$ cat config.mk
export PLATFORM = sky130hd
export DESIGN_NAME = mul_iter_sequencer_flat
export DESIGN_NICKNAME = d
export VERILOG_FILES = /design/src/rtl/mul_iter_sequencer_if.sv /design/src/rtl/mul_iter_sequencer.sv /design/src/flat_wrapper.sv
export SDC_FILE = /design/constraint.sdc
export NUM_CORES = 1
export LEC_CHECK = 0
export BUFFER_PORTS_ARGS = -buffer_cell sky130_fd_sc_hd__buf_2
export CAP_MARGIN = 0
export CORE_UTILIZATION = 60
export DETAILED_ROUTE_END_ITERATION = 7
export HOLD_SLACK_MARGIN = 0.03
export PLACE_DENSITY = 0.87
export SLEW_MARGIN = 25
export SYNTH_ARGS = -nofsm -noshare
export SYNTH_HDL_FRONTEND = slang
export SYNTH_SLANG_ARGS = --single-unit
$ cat constraint.sdc
create_clock -name clk -period 4.7 [get_ports clk]
set_clock_uncertainty 0.05 [all_clocks]
set_input_delay 0.235 -clock clk [delete_from_list [all_inputs] [get_ports clk]]
set_output_delay 0.235 -clock clk [all_outputs]
set_load 0.01 [all_outputs]
$ cat src/rtl/mul_iter_sequencer_if.sv
// Bundle between the EX stage and the iterative multiplier.
// Handshake: the pipeline raises mul_start while a MUL sits in EX and keeps it
// high for as long as stall is high. stall freezes IF/ID/EX. done is a single-cycle
// pulse with stall low, so the pipeline advances and captures product on that edge.
// flush kills the request or the operation in flight. dbg_state exposes the FSM.
interface mul_iter_sequencer_if #(
    parameter int WIDTH = 32
);
    logic             mul_start;
    logic             flush;
    logic [WIDTH-1:0] op_a;
    logic [WIDTH-1:0] op_b;
    logic             stall;
    logic             busy;
    logic             done;
    logic [WIDTH-1:0] product;
    logic [1:0]       dbg_state;

    modport master (
        output mul_start, flush, op_a, op_b,
        input  stall, busy, done, product, dbg_state
    );

    modport slave (
        input  mul_start, flush, op_a, op_b,
        output stall, busy, done, product, dbg_state
    );
endinterface

$ cat src/rtl/mul_iter_sequencer.sv
// Iterative radix-2 shift-add multiplier for MUL in EX. It stalls the front of
// the pipeline while it computes and presents the low WIDTH product bits for
// one cycle.
module mul_iter_sequencer #(
    parameter int WIDTH = 32,
    parameter int CNT_W = $clog2(WIDTH)
) (
    input  logic           clk,
    input  logic           reset,
    mul_iter_sequencer_if.slave bus
);

    typedef enum logic [1:0] {
        S_IDLE = 2'd0,
        S_RUN  = 2'd1,
        S_DONE = 2'd2
    } state_t;

    state_t           r_state;
    logic [WIDTH-1:0] r_acc;
    logic [WIDTH-1:0] r_mcand;
    logic [WIDTH-1:0] r_mplier;
    logic [CNT_W-1:0] r_cnt;
    logic [WIDTH-1:0] r_product;
    logic             r_busy;
    logic             r_done;

    logic [WIDTH-1:0] w_acc_next;
    logic             w_last;
    logic             w_start;

    // Datapath step and control decodes. The final step is taken when no
    // multiplier bits remain above the current one, or on the last bit position.
    always_comb begin
        w_acc_next = r_acc;
        if (r_mplier[0]) begin
            w_acc_next = r_acc + r_mcand;
        end
        w_last  = (r_mplier[WIDTH-1:1] == '0) || (r_cnt == CNT_W'(WIDTH - 1));
        w_start = bus.mul_start & ~bus.flush;
    end

    // Control FSM and datapath registers. Reset overrides everything. In RUN,
    // flush wins over the multiply step.
    always_ff @(posedge clk) begin
        if (reset) begin
            r_state   <= S_IDLE;
            r_acc     <= '0;
            r_mcand   <= '0;
            r_mplier  <= '0;
            r_cnt     <= '0;
            r_product <= '0;
            r_busy    <= 1'b0;
            r_done    <= 1'b0;
        end else begin
            case (r_state)
                S_IDLE: begin
                    r_done <= 1'b0;
                    if (w_start) begin
                        r_acc    <= '0;
                        r_mcand  <= bus.op_a;
                        r_mplier <= bus.op_b;
                        r_cnt    <= '0;
                        r_busy   <= 1'b1;
                        r_state  <= S_RUN;
                    end else begin
                        r_busy <= 1'b0;
                    end
                end
                S_RUN: begin
                    if (bus.flush) begin
                        r_busy  <= 1'b0;
                        r_state <= S_IDLE;
                    end else begin
                        r_acc    <= w_acc_next;
                        r_mcand  <= r_mcand << 1;
                        r_mplier <= r_mplier >> 1;
                        r_cnt    <= r_cnt + CNT_W'(1);
                        if (w_last) begin
                            r_product <= w_acc_next;
                            r_busy    <= 1'b0;
                            r_done    <= 1'b1;
                            r_state   <= S_DONE;
                        end
                    end
                end
                S_DONE: begin
                    // The same MUL is still in EX here, so mul_start and flush are ignored.
                    r_done  <= 1'b0;
                    r_busy  <= 1'b0;
                    r_state <= S_IDLE;
                end
                default: begin
                    r_busy  <= 1'b0;
                    r_done  <= 1'b0;
                    r_state <= S_IDLE;
                end
            endcase
        end
    end

    // stall is asserted in the cycle the request is first seen, so the MUL stays in EX.
    assign bus.stall     = ~reset & (((r_state == S_IDLE) & w_start) | (r_state == S_RUN));
    assign bus.busy      = r_busy;
    assign bus.done      = r_done;
    assign bus.product   = r_product;
    assign bus.dbg_state = r_state;

endmodule
$ cat src/flat_wrapper.sv
// flat-port wrapper written by rule: the top's interface ports become plain ports
module mul_iter_sequencer_flat 
#(
    parameter int WIDTH = 32,
    parameter int CNT_W = $clog2(WIDTH)
)
  (clk, reset, bus_mul_start, bus_flush, bus_op_a, bus_op_b, bus_stall, bus_busy, bus_done, bus_product, bus_dbg_state);
  mul_iter_sequencer_if #(.WIDTH(WIDTH)) bus_i ();
  input  logic clk;
  input  logic reset;
  input wire logic [$bits(bus_i.mul_start)-1:0] bus_mul_start;
  input wire logic [$bits(bus_i.flush)-1:0] bus_flush;
  input wire logic [$bits(bus_i.op_a)-1:0] bus_op_a;
  input wire logic [$bits(bus_i.op_b)-1:0] bus_op_b;
  output wire logic [$bits(bus_i.stall)-1:0] bus_stall;
  output wire logic [$bits(bus_i.busy)-1:0] bus_busy;
  output wire logic [$bits(bus_i.done)-1:0] bus_done;
  output wire logic [$bits(bus_i.product)-1:0] bus_product;
  output wire logic [$bits(bus_i.dbg_state)-1:0] bus_dbg_state;
  assign bus_i.mul_start = bus_mul_start;
  assign bus_i.flush = bus_flush;
  assign bus_i.op_a = bus_op_a;
  assign bus_i.op_b = bus_op_b;
  assign bus_stall = bus_i.stall;
  assign bus_busy = bus_i.busy;
  assign bus_done = bus_i.done;
  assign bus_product = bus_i.product;
  assign bus_dbg_state = bus_i.dbg_state;
  mul_iter_sequencer #(.WIDTH(WIDTH), .CNT_W(CNT_W)) u_core (.clk(clk), .reset(reset), .bus(bus_i));
endmodule
==> results of run 1 <==
-- metrics by stage --
stage,power (µW),hold slack [ns],instance area [µm²],setup slack (ns),util (%)
2_1_floorplan,1500,0.269,7630,2.17,-
3_3_place_gp,1580,0.402,8140,1.89,66.6
3_5_place_dp,1590,0.400,8140,1.87,66.6
4_1_cts,2990,0.0390,8770,1.85,71.8
5_1_grt,3090,0.0549,8770,1.58,71.8
6_report,3000,0.0468,8770,1.77,71.8
-- worst min path at each step --
| stage | end | start | slack [ns] | cells after the start |
|---|---|---|---|---|
| finish | u_core.r_mcand[0]$_SDFFE_PP0P_ | bus_op_a[0] | 0.05 | 3 |
| global route | u_core.r_mcand[5]$_SDFFE_PP0P_ | bus_op_a[5] | 0.05 | 3 |
| CTS | u_core.r_mcand[0]$_SDFFE_PP0P_ | bus_op_a[0] | 0.04 | 3 |
| detailed placement | u_core.bus.product[6]$_SDFFE_PP0P_ | u_core.bus.product[6]$_SDFFE_PP0P_ | 0.40 | 2 |
| global placement | u_core.bus.product[11]$_SDFFE_PP0P_ | u_core.bus.product[11]$_SDFFE_PP0P_ | 0.40 | 2 |
| floorplan | u_core.bus.dbg_state[1]$_SDFFE_PP0P_ | reset | 0.27 | 1 |
-- logic make-up (layout without fill, tap and decap cells) --
family | after synthesis | count (layout)
buffers and inverters | 72 | 154
flip-flops | 137 | 137
multiplexers | 65 | 65
XOR/XNOR | 23 | 23
AND/OR/NAND/NOR | 289 | 289
AO/OA/AOI/OAI | 288 | 288
adder cells (fa/ha/maj) | 34 | 34
-- registers in the layout (all words and copies together), names as in the netlist --
register	flops
u_core.r_mcand	32
u_core.r_cnt	5
u_core.r_mplier	32
u_core.bus.dbg_state	2
u_core.r_acc	32
u_core.bus.product	32
u_core.bus.done	1
u_core.bus.busy	1
-- what timing repair did --
item	in CTS	in global routing
setup endpoints to repair	0	0
hold endpoints to repair	1	0
hold buffers	1	0
gates resized for setup	0	0
-- per-layer routing --
metal	up-vias	part of all wire, %
met3	66	6.7
met2	346	47
met5	-	0
li1	3519	-
met4	0	4.1
met1	3428	42
-- cell usage after synthesis, types with 2 or more instances --
master / instances
inv_1: 8
o211ai_1: 5
dfxtp_1: 137
o21a_1: 4
xor2_1: 11
a22oi_1: 24
clkbuf_1: 49
and3_1: 6
a21oi_1: 91
nand2b_1: 4
nor2_1: 98
a211oi_1: 58
or2_2: 5
nand3_1: 31
ha_1: 33
nand4_1: 15
nor4_1: 7
mux2_2: 3
mux2i_1: 62
nand3b_1: 3
o21bai_1: 3
o21ai_0: 42
buf_1: 2
a221oi_1: 2
o32ai_1: 3
buf_2: 3
a211oi_2: 2
nor3_1: 8
a2111oi_0: 2
a31oi_1: 14
xnor2_1: 12
clkbuf_8: 2
o2111ai_1: 3
nor2b_1: 7
or3_1: 10
nor3b_1: 4
and2_1: 3
buf_6: 7
a21o_1: 18
a221o_1: 2
and4_1: 4
nand2_1: 75
-- final cells by class --
type / count / area (µm²) / share of cell area [%]
repair buffers: 116 / 616 / 7.02
inverters: 8 / 30.0 / 0.343
flip-flops and latches: 137 / 2740 / 31.3
clock buffers: 23 / 478 / 5.45
multi-input cells: 699 / 4550 / 51.9
well taps: 168 / 210 / 2.40
clock inverters: 7 / 141 / 1.61
-- worst reg2reg max path, cell delays in order (launching register included) --
cell and delay [ns]:
dfxtp_1 0.34, ha_1 0.23, fa_1 0.42, a21oi_1 0.19, o21ai_1 0.12, a21o_1 0.23
a31oi_1 0.21, a31oi_1 0.19, o311ai_0 0.44, or3b_1 0.38, o21ai_0 0.07
-- placed cells by master (no fill, tap or decap), types with 5 or more instances in the layout --
master,n
a211oi_1,58
a21o_1,18
a21oi_1,91
a22oi_1,24
a31oi_1,14
and3_1,6
buf_2,103
buf_4,12
clkbuf_16,17
dfxtp_1,137
ha_1,33
inv_1,8
mux2i_1,62
nand2_1,74
nand3_1,31
nand4_1,15
nor2_1,96
nor2b_1,7
nor3_1,8
nor4_1,7
o211ai_1,5
o21ai_0,42
or2_2,5
or3_1,10
xnor2_1,12
xor2_1,11
-- power by group through the flow --
| stage | clock, µW | sequential (µW) | combinational [µW] |
|---|---|---|---|
| global route | 1480 | 1260 | 356 |
| detailed placement | 0 | 1280 | 314 |
| floorplan | 0 | 1260 | 240 |
| CTS | 1420 | 1250 | 319 |
| global placement | 0 | 1270 | 306 |
| finish | 1420 | 1250 | 323 |
==> impl_metrics.env, run 1 <==
export IMPL_drt_initial_drc_count=695
export IMPL_htreeDepth=4
export IMPL_cp_arrival_ns=3.23
export IMPL_crit_chain="ha_1 > fa_1 > a21oi_1 > o21ai_1 > a21o_1 > a31oi_1 > a31oi_1 > o311ai_0 > or3b_1 > o21ai_0"
export IMPL_netSwitchingPower_uw=736
export IMPL_rows=40
export IMPL_wl_per_cell_um=18.3
export IMPL_yosys_top_cells_area="dfxtp_1 36%, mux2i_1 8.1%, a21oi_1 6.0%"
export IMPL_layout_min_cycle_time_ns=2.93
export IMPL_grtUsageTotal_pct=33.7
export IMPL_crit_end="u_core.bus.product[28]$_SDFFE_PP0P_"
export IMPL_slowest_delay_ns=0.44
export IMPL_final_setup_tns_ns=0
export IMPL_critPathTopFamily="compound AO/OA/AOI/OAI gates"
export IMPL_synth_cell_types=68
export IMPL_dp_hpwl_mm=14.1
export IMPL_r2r_end="u_core.bus.product[28]$_SDFFE_PP0P_"
export IMPL_synth_edf_count=0
export IMPL_drive_above_1_share_pct=16.8
export IMPL_cp_slowest_cell="o311ai_0"
export IMPL_grt_max_degree=93
export IMPL_fill_cells=951
export IMPL_synth_largest_area_cell="dfxtp_1"
export IMPL_overflow=0
export IMPL_gr_usage_met2_pct=56.1
export IMPL_synthAdderAreaFrac_pct=5.67
export IMPL_powerDensity_mw_per_mm2=342
export IMPL_synth_compound_area_share_pct=24.5
export IMPL_vias_per_cell=6.35
export IMPL_final_antenna_net_count=0
export IMPL_crit_type="reg -> reg"
export IMPL_fp_dieW_um=115
export IMPL_relSlewSlack_pct=36.2
export IMPL_cts_path_max_buffers=2
export IMPL_pwr_share_clk_pct=47.4
export IMPL_p_seq_share_pct=41.8
export IMPL_use_met3_pct=7.43
export IMPL_synth_warnings=0
export IMPL_hold_class="in -> reg"
export IMPL_die_y_um=115
export IMPL_gr_max_usage_layer="met2"
export IMPL_firstDrtPassIters=6
export IMPL_worstPathRequired_ns=5.00
export IMPL_peakVddDrop_mv=0.262
export IMPL_ys_seq_area_share_pct=35.9
export IMPL_fin_crit_sh_pct=62.3
export IMPL_place_inst=1127
export IMPL_drv_slew=0
export IMPL_ioPinCount=105
export IMPL_regToRegSetupSlack_ns=1.77
export IMPL_r2r_cells=10
export IMPL_synth_seq_cells=137
export IMPL_finalHoldViolations=0
export IMPL_io_buffers=104
export IMPL_cts_tree="done"
export IMPL_routed_wl_mm=21.2
export IMPL_grtUsageMet1_pct=41.2
export IMPL_synth_top_family_by_area="compound AO/OA/AOI/OAI gates"
export IMPL_grt_setup_unrepaired="no"
export IMPL_coreArea_mm2=0.0122
export IMPL_async_flop_share_pct=0
export IMPL_die_area_mm2=0.0132
export IMPL_outcome="completed"
export IMPL_clock_latency_ns=0.43
export IMPL_worst_path_most_repeated_cell="a31oi_1"
export IMPL_drc=0
export IMPL_setup_viol=0
export IMPL_cts_clk_slew_worst_paths_ns=0.06
export IMPL_muxShareOfSynthArea_pct=8.57
export IMPL_diodes=0
export IMPL_syn_area_mm2=0.00763
export IMPL_cp_num_buf_inv=0
export IMPL_critical_path_max_fanout=3
export IMPL_synth_cells=908
export IMPL_numCtsBuffers=17
export IMPL_synth_fp_nets=1010
export IMPL_ys_flop_type="dfxtp_1"
export IMPL_cp_num_cells=10
export IMPL_p_leak_uw=0.00382
export IMPL_swShare_pct=24.6
export IMPL_synth_top_area_share_pct=35.9
export IMPL_antenna_found_initial=0
export IMPL_cts_root_buf="clkbuf_16"
export IMPL_r2r_start="u_core.r_acc[0]$_SDFFE_PP0P_"
export IMPL_stdcell_count=1158
export IMPL_start_util_pct=62.5
export IMPL_combPwrFrac_pct=10.8
export IMPL_nets=1081
export IMPL_p_int_uw=2260
export IMPL_critPathLaunch="u_core.r_acc[0]$_SDFFE_PP0P_"
export IMPL_syn_to_final_growth_pct=14.8
export IMPL_tightest_slew_ns=0.957
export IMPL_gp_congestion=0.942
export IMPL_clock_fmax_mhz=342
export IMPL_synth_xor_area_share_pct=2.64
export IMPL_drv_cap=0
export IMPL_cp_start_kind="register"
export IMPL_worst_setup_path_end_kind="register"
export IMPL_num_vias=7359
export IMPL_cts_sinks=137
export IMPL_synthSimpleGateAreaFrac_pct=18.1
export IMPL_grt_pass1_vias=6859
export IMPL_post_cts_buffers=0
export IMPL_grt_pass1_wl_mm=34.3
export IMPL_avgSynthCellArea_um2=8.41
Note: power is estimated with default switching activity, not from simulation.
==> run 2, diff against run 1 <==
--- a/config.mk
+++ b/config.mk
@@ -5,12 +5,13 @@
 export SDC_FILE = /design/constraint.sdc
 export NUM_CORES = 1
 export LEC_CHECK = 0
+export ABC_AREA = 1
 export BUFFER_PORTS_ARGS = -buffer_cell sky130_fd_sc_hd__buf_2
 export CAP_MARGIN = 0
-export CORE_UTILIZATION = 60
+export CORE_UTILIZATION = 59
 export DETAILED_ROUTE_END_ITERATION = 7
 export HOLD_SLACK_MARGIN = 0.03
-export PLACE_DENSITY = 0.87
+export PLACE_DENSITY = 0.85
 export SLEW_MARGIN = 25
 export SYNTH_ARGS = -nofsm -noshare
 export SYNTH_HDL_FRONTEND = slang
==> constraint.sdc (replaced) <==
create_clock -name clk -period 2.85 [get_ports clk]
set_clock_uncertainty 0.05 [all_clocks]
set_input_delay 0.1425 -clock clk [delete_from_list [all_inputs] [get_ports clk]]
set_output_delay 0.1425 -clock clk [all_outputs]
set_load 0.01 [all_outputs]
==> run 2 against run 1 <==
Compared with the run above:
- sequential share of layout area is 3.8 points lower
- non-clock buffer count is 66 higher
- via count is 22% higher
- final cell count is 42% higher
- die area is 8.2% higher
- combinational power is 90% higher
- worst setup slack worse by 1.2 ns
- maximum frequency is 28% higher
- flip-flop and latch count stayed put
- core utilization is 3.0 points higher
- critical endpoint is now u_core.bus.product[12]$_SDFFE_PP0P_
==> impl_metrics.env, run 2 <==
export IMPL_outcome="completed"
export IMPL_combPwrFrac_pct=12.4
export IMPL_cp_slowest_cell="fa_1"
export IMPL_cp_start_kind="register"
export IMPL_cts_path_max_buffers=2
export IMPL_synthAdderAreaFrac_pct=5.32
export IMPL_layout_cells_most_common="nand2_1"
export IMPL_ys_seq_area_share_pct=33.7
export IMPL_p_seq_share_pct=42.1
export IMPL_critical_path_max_fanout=4
export IMPL_dp_hpwl_mm=15.3
export IMPL_ioPinCount=105
export IMPL_cts_clk_slew_worst_paths_ns=0.06
export IMPL_async_flop_share_pct=0
export IMPL_p_leak_uw=0.00484
export IMPL_hold_class="in -> reg"
export IMPL_cp_num_cells=10
export IMPL_synth_largest_area_cell="dfxtp_1"
export IMPL_yosysMostFrequentCell="nand2_1"
export IMPL_tightest_slew_ns=0.876
export IMPL_coreArea_mm2=0.0133
export IMPL_clock_fmax_mhz=438
export IMPL_whs_ns=0.238
export IMPL_overflow=0
export IMPL_worst_setup_path_end_kind="register"
export IMPL_synth_top_family_by_area="simple AND/OR/NAND/NOR gates"
export IMPL_diodes=0
export IMPL_crit_chain="ha_1 > fa_1 > nand3_1 > nand3_1 > nand3_1 > nand3_1 > xnor2_1 > nand2_1 > nand3_1 > a21oi_1"
export IMPL_grt_max_degree=80
export IMPL_muxShareOfSynthArea_pct=0
export IMPL_io_buffers=104
export IMPL_drt_initial_drc_count=748
export IMPL_p_int_uw=3610
export IMPL_crit_end="u_core.bus.product[12]$_SDFFE_PP0P_"
export IMPL_synth_edf_count=0
export IMPL_synth_xor_area_share_pct=1.62
export IMPL_pwr_share_clk_pct=45.4
export IMPL_final_antenna_net_count=0
export IMPL_fp_dieW_um=119
export IMPL_routed_wl_mm=23.8
export IMPL_crit_type="reg -> reg"
export IMPL_avgSynthCellArea_um2=6.19
export IMPL_grtUsageTotal_pct=35.0
export IMPL_critPathLaunch="u_core.r_mcand[0]$_SDFFE_PP0P_"
export IMPL_drc=0
export IMPL_regToRegSetupSlack_ns=0.57
export IMPL_r2r_cells=10
export IMPL_synth_seq_cells=137
export IMPL_peakVddDrop_mv=0.425
export IMPL_powerDensity_mw_per_mm2=493
export IMPL_r2r_end="u_core.bus.product[12]$_SDFFE_PP0P_"
export IMPL_setup_viol=0
export IMPL_synthSimpleGateAreaFrac_pct=35.8
export IMPL_worstPathRequired_ns=3.07
export IMPL_grt_pass1_vias=8543
export IMPL_final_setup_tns_ns=0
export IMPL_synth_top_area_share_pct=33.7
export IMPL_cts_sinks=137
export IMPL_yosys_top_cells_area="dfxtp_1 34%, nand2_1 23%, inv_1 6.7%"
export IMPL_fin_crit_sh_pct=80.0
export IMPL_drv_slew=0
export IMPL_antenna_found_initial=0
export IMPL_die_area_mm2=0.0143
export IMPL_numCtsBuffers=17
export IMPL_wl_per_cell_um=14.5
export IMPL_netSwitchingPower_uw=1310
export IMPL_post_cts_buffers=0
export IMPL_num_vias=9010
export IMPL_htreeDepth=4
export IMPL_cp_num_buf_inv=0
export IMPL_swShare_pct=26.6
export IMPL_nets=1558
export IMPL_r2r_start="u_core.r_mcand[0]$_SDFFE_PP0P_"
export IMPL_ys_flop_type="dfxtp_1"
export IMPL_mostFrequentLayoutCells="505 x nand2_1, 145 x inv_1, 137 x dfxtp_1"
export IMPL_die_y_um=119
export IMPL_synth_common_cells="505 x nand2_1, 145 x inv_1, 137 x dfxtp_1, 89 x nor2_1, 83 x nand3_1"
export IMPL_vias_per_cell=5.48
export IMPL_synth_cells=1314
export IMPL_cts_root_buf="clkbuf_16"
export IMPL_relSlewSlack_pct=41.6
export IMPL_finalHoldViolations=0
export IMPL_syn_area_mm2=0.00813
export IMPL_drive_above_1_share_pct=12.0
export IMPL_clock_latency_ns=0.43
export IMPL_cts_tree="done"
export IMPL_syn_to_final_growth_pct=22.7
export IMPL_grt_pass1_wl_mm=39.9
export IMPL_start_util_pct=60.9
export IMPL_gp_congestion=0.951
export IMPL_synth_compound_area_share_pct=13.6
export IMPL_drv_cap=0
export IMPL_synth_warnings=0
export IMPL_worst_path_most_repeated_cell="nand3_1"
export IMPL_synth_cell_types=30
export IMPL_firstDrtPassIters=8
export IMPL_slowest_delay_ns=0.46
export IMPL_critPathTopFamily="simple AND/OR/NAND/NOR gates"
export IMPL_rows=42
export IMPL_synth_fp_nets=1416
export IMPL_layout_min_cycle_time_ns=2.28
export IMPL_grt_setup_unrepaired="no"
export IMPL_cp_arrival_ns=2.50
-- run 2: cell count changes after synthesis, moves of 15 or more --
cell,delta
a22oi_1,-24
a31oi_1,+47
a211oi_1,-58
a21o_1,-16
a21oi_1,-17
inv_1,+137
nand3_1,+52
mux2i_1,-62
or2_2,+15
nand2_1,+430
-- run 2: cell families (layout without fill, tap and decap cells) --
family / count (synthesis) / in the layout
AOI/OAI and AO/OA: 202 / 202
xor gates and xnor gates: 15 / 15
adders and majority gates: 34 / 34
buffers and inverters: 209 / 364
DFF: 137 / 137
and+or+nand+nor: 717 / 717
-- run 2: layout make-up --
type,instances,area (µm²)
clock buffer,23,478
sequential,137,2740
tap,176,220
timing repair buffer,182,1270
multi-input combinational,968,4590
inverter,150,563
clock inverter,9,115
fill,1053,3370
-- run 2: layer usage --
metal / global-route usage, % / vias to the layer above / part of all wire (%)
li1: - / 4470 / -
met1: 42.3 / 4069 / 41
met2: 60.2 / 395 / 48
met3: 6.66 / 76 / 7.2
met4: 15.2 / 0 / 3.6
met5: 0 / - / 0
-- run 2: how the worst min path moves through the flow --
stage | start | end | cells past startpoint
final | bus_mul_start | u_core.r_mcand[0]$_SDFFE_PP0P_ | 6
after global routing | reset | u_core.r_mplier[16]$_SDFFE_PP0P_ | 4
after CTS | reset | u_core.bus.dbg_state[0]$_SDFFE_PP0P_ | 3
after detailed placement | bus_op_a[0] | u_core.r_mcand[0]$_SDFFE_PP0P_ | 3
after global placement | bus_op_a[0] | u_core.r_mcand[0]$_SDFFE_PP0P_ | 3
after floorplan | bus_op_a[0] | u_core.r_mcand[0]$_SDFFE_PP0P_ | 2
-- run 2: power groups by stage --
stage / logic, µW / registers (µW) / clock network [µW]
6_report: 613 / 2070 / 2240
2_1_floorplan: 386 / 2080 / 0
3_5_place_dp: 519 / 2110 / 0
5_1_grt: 678 / 2080 / 2340
4_1_cts: 591 / 2070 / 2230
3_3_place_gp: 508 / 2110 / 0
-- run 2: tightest hold or removal path, stage by stage --
cell and delay, ns:
buf_2 0.10, nand2_1 0.10, nor3_4 0.06, nor2_4 0.09
inv_2 0.07, o21ai_0 0.13
-- run 2: what timing repair did --
action	CTS	global route
hold buffers	65	0
hold endpoints to repair	65	0
resized for setup	0	0
-- run 2: stage by stage --
stage / setup slack (ns) / total power [µW] / cell area, µm² / cells / util, %
after floorplan: 0.918 / 2470 / 8130 / 1314 / -
after global placement: 0.714 / 2620 / 8740 / 1548 / 65.4
after detailed placement: 0.670 / 2630 / 8740 / 1548 / 65.4
after CTS: 0.624 / 4890 / 9980 / 1645 / 74.8
after global routing: 0.425 / 5100 / 9980 / 1645 / 74.8
final: 0.569 / 4920 / 9980 / 1645 / 74.8
